==> src/rtl/bp_pht_sched_if.sv <==
// bp_pht_sched_if: PHT update/clear scheduler bus
// master drives the requests (pipeline side), slave is the scheduler.
interface bp_pht_sched_if #(parameter int k = 10);
  logic         ClearReq;
  logic         PortEn;
  logic         UpdValid;
  logic [k-1:0] UpdIndex;
  logic [1:0]   UpdData;
  logic         UpdReady;
  logic         PHTWe;
  logic [k-1:0] PHTWa;
  logic [1:0]   PHTWd;
  logic         ClearBusy;
  logic         PredValid;
  modport master (output ClearReq, PortEn, UpdValid, UpdIndex, UpdData,
                  input UpdReady, PHTWe, PHTWa, PHTWd, ClearBusy, PredValid);
  modport slave (input ClearReq, PortEn, UpdValid, UpdIndex, UpdData,
                 output UpdReady, PHTWe, PHTWa, PHTWd, ClearBusy, PredValid);
endinterface

==> src/rtl/bp_pht_sched.sv <==
// bp_pht_sched: schedules PHT clear sweeps and queued counter updates onto one write port
// Ports: clk, reset (sync, active-high); bus (slave): ClearReq/PortEn/UpdValid/UpdIndex/UpdData in,
// UpdReady/PHTWe/PHTWa/PHTWd/ClearBusy/PredValid out.
// Option: BP_PHT_SCHED_BYPASS_EN writes an update straight through when the queue is empty.
module bp_pht_sched #(
  parameter int k      = 10,
  parameter int QDEPTH = 2
) (
  input logic             clk,
  input logic             reset,
  bp_pht_sched_if.slave   bus
);
  localparam int AW = $clog2(QDEPTH);
  typedef enum logic {CLEAR, IDLE} state_e;
  state_e        state_q, state_d;
  logic [k-1:0]  cnt_q, cnt_d;
  logic [AW-1:0] wp_q, wp_d, rp_q, rp_d;
  logic [AW:0]   occ_q, occ_d;
  logic [k+1:0]  mem_q [QDEPTH];
  logic          full, empty, ready, acc, byp, enq, deq;
  always_comb begin
    full  = occ_q == (AW+1)'(QDEPTH);
    empty = occ_q == '0;
    ready = ~reset & (state_q == CLEAR | ~full);
    // an update coinciding with ClearReq is dropped like any update during a clear
    acc   = bus.UpdValid & ready & ~bus.ClearReq;
`ifdef BP_PHT_SCHED_BYPASS_EN
    byp   = state_q == IDLE & empty & bus.PortEn & acc;
`else
    byp   = 1'b0;
`endif
    deq   = ~reset & state_q == IDLE & ~empty & bus.PortEn;
    enq   = state_q == IDLE & acc & ~byp;
    bus.UpdReady  = ready;
    bus.ClearBusy = reset | state_q == CLEAR;
    bus.PredValid = ~bus.ClearBusy;
    bus.PHTWe     = ~reset & (state_q == CLEAR ? bus.PortEn : deq | byp);
    bus.PHTWa     = state_q == CLEAR ? cnt_q : byp ? bus.UpdIndex : mem_q[rp_q][k+1:2];
    bus.PHTWd     = state_q == CLEAR ? 2'b01 : byp ? bus.UpdData : mem_q[rp_q][1:0];
    state_d = state_q;
    cnt_d   = cnt_q;
    wp_d    = wp_q + AW'(enq);
    rp_d    = rp_q + AW'(deq);
    occ_d   = occ_q + (AW+1)'(enq) - (AW+1)'(deq);
    if (state_q == CLEAR && bus.PortEn) begin
      cnt_d = cnt_q + k'(1);
      if (&cnt_q) state_d = IDLE;
    end
    if (bus.ClearReq) begin
      state_d = CLEAR;
      cnt_d   = '0;
      wp_d    = '0;
      rp_d    = '0;
      occ_d   = '0;
    end
  end
  always_ff @(posedge clk) begin
    if (reset) begin
      state_q <= CLEAR;
      cnt_q   <= '0;
      wp_q    <= '0;
      rp_q    <= '0;
      occ_q   <= '0;
    end else begin
      state_q <= state_d;
      cnt_q   <= cnt_d;
      wp_q    <= wp_d;
      rp_q    <= rp_d;
      occ_q   <= occ_d;
    end
  end
  always_ff @(posedge clk) begin
    if (enq) mem_q[wp_q] <= {bus.UpdIndex, bus.UpdData};
  end
endmodule

==> src/flat_wrapper.sv <==
// flat-port wrapper written by rule: the top's interface ports become plain ports
module bp_pht_sched_flat 
#(
  parameter int k      = 10,
  parameter int QDEPTH = 2
)
  (clk, reset, bus_ClearReq, bus_PortEn, bus_UpdValid, bus_UpdIndex, bus_UpdData, bus_UpdReady, bus_PHTWe, bus_PHTWa, bus_PHTWd, bus_ClearBusy, bus_PredValid);
  bp_pht_sched_if #(.k(k)) bus_i ();
  input logic clk;
  input logic reset;
  input wire logic [$bits(bus_i.ClearReq)-1:0] bus_ClearReq;
  input wire logic [$bits(bus_i.PortEn)-1:0] bus_PortEn;
  input wire logic [$bits(bus_i.UpdValid)-1:0] bus_UpdValid;
  input wire logic [$bits(bus_i.UpdIndex)-1:0] bus_UpdIndex;
  input wire logic [$bits(bus_i.UpdData)-1:0] bus_UpdData;
  output wire logic [$bits(bus_i.UpdReady)-1:0] bus_UpdReady;
  output wire logic [$bits(bus_i.PHTWe)-1:0] bus_PHTWe;
  output wire logic [$bits(bus_i.PHTWa)-1:0] bus_PHTWa;
  output wire logic [$bits(bus_i.PHTWd)-1:0] bus_PHTWd;
  output wire logic [$bits(bus_i.ClearBusy)-1:0] bus_ClearBusy;
  output wire logic [$bits(bus_i.PredValid)-1:0] bus_PredValid;
  assign bus_i.ClearReq = bus_ClearReq;
  assign bus_i.PortEn = bus_PortEn;
  assign bus_i.UpdValid = bus_UpdValid;
  assign bus_i.UpdIndex = bus_UpdIndex;
  assign bus_i.UpdData = bus_UpdData;
  assign bus_UpdReady = bus_i.UpdReady;
  assign bus_PHTWe = bus_i.PHTWe;
  assign bus_PHTWa = bus_i.PHTWa;
  assign bus_PHTWd = bus_i.PHTWd;
  assign bus_ClearBusy = bus_i.ClearBusy;
  assign bus_PredValid = bus_i.PredValid;
  bp_pht_sched #(.k(k), .QDEPTH(QDEPTH)) u_core (.clk(clk), .reset(reset), .bus(bus_i));
endmodule
==> config.mk <==
export PLATFORM = sky130hd
export DESIGN_NAME = bp_pht_sched_flat
export DESIGN_NICKNAME = d
export VERILOG_FILES = /design/src/rtl/bp_pht_sched_if.sv /design/src/rtl/bp_pht_sched.sv /design/src/flat_wrapper.sv
export SDC_FILE = /design/constraint.sdc
export NUM_CORES = 1
export LEC_CHECK = 0
export CAP_MARGIN = 15
export CORE_UTILIZATION = 48
export CTS_BUF_LIST = sky130_fd_sc_hd__clkbuf_8
export DETAILED_ROUTE_END_ITERATION = 6
export GPL_ROUTABILITY_DRIVEN = 0
export PLACE_DENSITY_LB_ADDON = 0.12
export SYNTH_ARGS = -nofsm -noshare
export SYNTH_HDL_FRONTEND = slang
export SYNTH_SLANG_ARGS = --single-unit
==> constraint.sdc <==
create_clock -name clk -period 1.72 [get_ports clk]
set_input_delay 0.43 -clock clk [delete_from_list [all_inputs] [get_ports clk]]
set_output_delay 0.43 -clock clk [all_outputs]
set_load 0.02 [all_outputs]
* After elaboration in Yosys (flattened, before gate mapping) *
Memory sizes are Yosys's and may differ from the RTL's. A register that Yosys moved wholly into a read port is not among the register bits.
Cells that the tools add are included.
W data, S select, Z words.

operators by class
  add/sub/neg operators = 5
  multipliers = 0
  magnitude comparators = 0
  bitwise logic cells = 16
  divide/modulo/power cells = 0
  shift-type cells = 0
  equality and inequality tests = 1
  reductions and logical operators = 4
  mux-type cells = 6

operator list
  kind                     count
  $reduce_and A11 Y1       1
  $add A10 B1 Y10 const B  1
  $mux W10                 1
  $and A1 B1 Y1            8
  $not A1 Y1               6
  $mux W1                  4
  $add A1 B1 Y1            2
  $add A2 B1 Y2            1
  $eq A2 B2 Y1 const B     1
  $logic_not A2 Y1         1
  $mux W2                  1
  $or A1 B1 Y1             2
  $reduce_or A2 Y1         1
  $sub A2 B1 Y2            1
  $logic_and A1 B1 Y1      1

storage, ports and cells
  latch bits = 0
  flip-flop bits (word level) = 15
  memories = 1
  input bits = 17
  ROM bits = 0
  bits in writable memories = 24

memory list
  name          depth  width  rd ports  clocked after memory_dff  wr ports  line                source
  u_core.mem_q  2      12     1         1                         1         bp_pht_sched.sv:19  logic [k+1:0] mem_q [QDEPTH];

* Depth between registers and ports, before layout *
  depth in word-level cells = 9
  mapped depth = 8

* Least setup slack after synthesis *
No wires, ideal clock.

  path kind = reg2reg
  start = reg u_core.state_q
  end = mem u_core.mem_q[1][0] (netlist name), enable pin
  cell stages (with the launch flop) = 5
  path slack = -0.273 ns
  period minus slack after synthesis = 1.993 ns
  buffers on the path = 1
  library setup time = 0.355 ns
  arrival = 1.639 ns
  cell sequence = dfxtp_1 > clkbuf_1 > a31oi_1 > and4b_1 > ha_1

between the ends
  cells in the longest elaborated chain, start to end = 8

ends and longest elaborated chain
  what                           line                source
  start, declared                bp_pht_sched.sv:15  state_e state_q, state_d;
  start signal, assigned         bp_pht_sched.sv:65  state_q <= state_d;
  $not A1 Y1                     bp_pht_sched.sv:24  ready = ~reset & (state_q == CLEAR | ~full);
  $or A1 B1 Y1                   bp_pht_sched.sv:24
  $and A1 B1 Y1                  bp_pht_sched.sv:24
  named net bus_UpdReady         flat_wrapper.sv:16  output wire logic [$bits(bus_i.UpdReady)-1:0] bus_UpdReady;
  $and A1 B1 Y1 (2 in a row)     bp_pht_sched.sv:26  acc = bus.UpdValid & ready & ~bus.ClearReq;
  $and A1 B1 Y1                  bp_pht_sched.sv:33  enq = state_q == IDLE & acc & ~byp;
  $mux W1                        bp_pht_sched.sv:73  if (enq) mem_q[wp_q] <= {bus.UpdIndex, bus.UpdData};
  $mux W1 (implied by the code)  bp_pht_sched.sv:73
  end, declared                  bp_pht_sched.sv:19

The timed path passes the listed nets, and every way through them passes these cells.

==> out/results.txt <==
Pleak -> 0.9285 nW
Met3 routed WL -> 173 um
Hold path depth -> 2
Rows -> 21
Clk slew on worst S/H paths -> 0.07 ns
Crit path capture type -> primary output
Met2 WL -> 2.031 mm
Cell variety after synth -> 36
Routed wire length -> 3.803 mm
Share of the synthesized area in the top cell type -> 41.68%
Number of synthesized flops with an enable pin -> 24
Die area -> 0.003846 sq mm
Max Used Layer -> met4
First-pass GRT wire length -> 5.506 mm
Layout cells sized above 1 -> 30.48%
Worst r2r path cells -> 9
IO Port Bufs -> 32
Post-synthesis cell area -> 0.001729 sq mm
Final period utilization -> 99.41%
Cells after Synth -> 149
Crit-path max FO -> 7
Top FF cell, synth -> edfxtp_1
Syn avg cell area -> 11.61 sq um
WL met1 -> 1.518 mm
CTS tree -> built
CTS Buf Count -> 5
Setup TNS -> 0 ns
CTS root buffer -> clkbuf_8
DR vias/cell -> 5.180
Min Clock Period, post-route -> 1.710 ns
Crit path kind -> flop to primary output
Relative slew margins -> 86.98%
GRT Residual Overflow -> 0
CP Launch Type -> flop
Synthesis-to-finish area growth -> 40.81%
Number of global-route vias before repair -> 1269
N_diodes -> 0
Max Cap Violations -> 0
DRC -> 0
Die Wd -> 62.02 um
Hold WS -> 0.5035 ns
Worst-margin pin slew -> 0.1936 ns
RSZ-0062 raised after global routing -> true
PwrDens -> 681.8 mW/mm^2
#FFs+latches synth -> 39
CORE AREA -> 0.003390 sq mm
Status -> finished clean
Multi-input gate area -> 703.2 sq um
Synth warnings -> 0
CP arrival -> 1.28 ns
Hold Buf Count CTS -> 0
I/O pins -> 33
Filler Cell Count -> 253
CTS H-Tree Depth -> 2
Final HPWL DP -> 2.611 mm
Cell taking the most area after synthesis -> edfxtp_1
TritonCTS Sinks -> 39
Post-synthesis sequential area ratio -> 59.04%
Iter 0 DRT Violations -> 85
Fmax -> 584.8 MHz
Initial antenna violation count -> 0
Leading cell types by count after synthesis -> 24 x edfxtp_1, 18 x nor2_1, 17 x a21oi_1, 15 x dfxtp_1, 13 x mux2i_1
GRT Resource Usage Total -> 20.99%
Initial Utilization -> 51.02%
Pre-Repair DR Iteration Count -> 4
Wirelength per Cell -> 14.86 um
Max Slew Vio Count -> 0
Hold WC Path Type -> flop to flop
NumNets Final -> 231
Mapped Nets -> 171
Die Y -> 62.02 um
DR vias -> 1326
ANT nets after route -> 0
CP required -> 1.29 ns
Top-count cell post-synth -> edfxtp_1
Sequential cell area -> 0.001030 sq mm
Maximum clock path buffer count -> 2
Maximum vdd drop -> 0.0005545 V
Final setup viols -> 0
Layout Utilization -> 71.83%
Clock Latency Late Sink -> 0.29 ns
Clk_skew -> 0.005180 ns
Hold violation total from the final report -> 0
Leading post-synthesis cells by cell area -> edfxtp_1 42%, dfxtp_1 17%, mux2i_1 7.5%, a21oi_1 4.9%, nor2_1 3.9%
Largest net degree at the start of global routing -> 25
Async SR Flop Fraction -> 0%
[power by group]
group | switching [W] | internal [W] | leakage (nW)
sequential | 0.000000923 | 0.000988 | 0.339
clock | 0.000303 | 0.000272 | 0.0505
combinational | 0.0000384 | 0.0000576 | 0.539
[cells in the final DEF (no fill, tap or decap), types with 2 or more instances in the layout]
master	Yosys	layout
buf_4	0	25
edfxtp_1	24	24
a21oi_1	17	17
nor2_1	18	16
clkdlybuf4s50_1	0	14
dfxtp_1	15	12
mux2i_1	13	11
buf_2	3	8
inv_1	3	5
nand2_1	5	5
clkbuf_8	0	5
or3_1	4	4
dlygate4sd2_1	0	4
buf_12	0	4
nand3_1	3	3
o21ai_0	3	3
ha_2	0	3
nand3b_1	2	2
mux2i_2	0	2
inv_2	2	2
nor3b_1	2	2
xnor2_1	2	2
and2_1	2	2
and4_1	2	2
nand4_1	2	2
o31ai_1	2	2
or4_1	2	2
ha_1	5	2
buf_6	0	2
dfxtp_4	0	2
[flip-flops by register name, indices dropped and copies added (netlist names)]
signal and flops:
u_core.cnt_q 10, u_core.mem_q 24, u_core.state_q 1, u_core.occ_q 2
u_core.wp_q 1, u_core.rp_q 1
[worst paths after layout]
path,startpoint,endpoint,slack (ns)
worst max-delay path,u_core.rp_q,bus_PHTWa[5],0.01
worst min-delay path,u_core.cnt_q[8],u_core.cnt_q[8],0.50
worst max register to register,u_core.state_q,u_core.occ_q[1],0.07
worst min register to register,u_core.cnt_q[8],u_core.cnt_q[8],0.50
[critical path: stages, from the launching register on]
cell and delay (ns):
dfxtp_4 0.39, buf_12 0.14, mux2i_2 0.21, a21oi_1 0.09
buf_4 0.16
[metal layers]
metal / global-route usage (%) / up-vias
li1: - / 664
met5: 0 / -
met1: 22.10 / 624
met4: 14.92 / 0
met3: 4.762 / 8
met2: 36.78 / 30
[cells by family (layout without fill, tap and decap cells)]
family                   after synthesis  after routing  share of synthesized area [%]
flip-flops                            39             39                          59.04
XOR/XNOR                               4              4                          2.026
AND/OR/NAND/NOR                       51             51                          16.71
AO/OA/AOI/OAI                         25             25                          7.814
buffers and inverters                 11             72                          2.605
multiplexers                          14             14                          8.176
adder cells (fa/ha/maj)                5              5                          3.618
[per-stage QoR]
stage	setup slack [ns]	cell area, sq um	power (W)	std cells
after floorplan	0.01194	1742	0.001039	149
after global placement	-0.4954	2300	0.001106	242
after detailed placement	-0.5168	2300	0.001110	242
after CTS	-0.01587	2359	0.001673	252
after global routing	-0.05995	2435	0.001717	256
final	0.01012	2435	0.001660	256
[repair_timing]
action / 4_1_cts / 5_1_grt
hold endpoints to repair: 0 / 0
cloned: 1 / 0
buffers inserted: 1 / 4
endpoints found under the setup margin: 42 / 15
resized for setup: 66 / 15
pin swaps: 2 / 5
[layout make-up]
cell class / instances / share of cell area, %
Clock buffer: 5 / 2.826
Clock inverter: 3 / 0.5139
Inverter: 5 / 0.7708
Multi-Input combinational cell: 99 / 28.88
Sequential cell: 39 / 42.29
Tap cell: 46 / 2.364
Timing Repair Buffer: 59 / 22.35
Note: power is estimated with default switching activity, not from simulation.
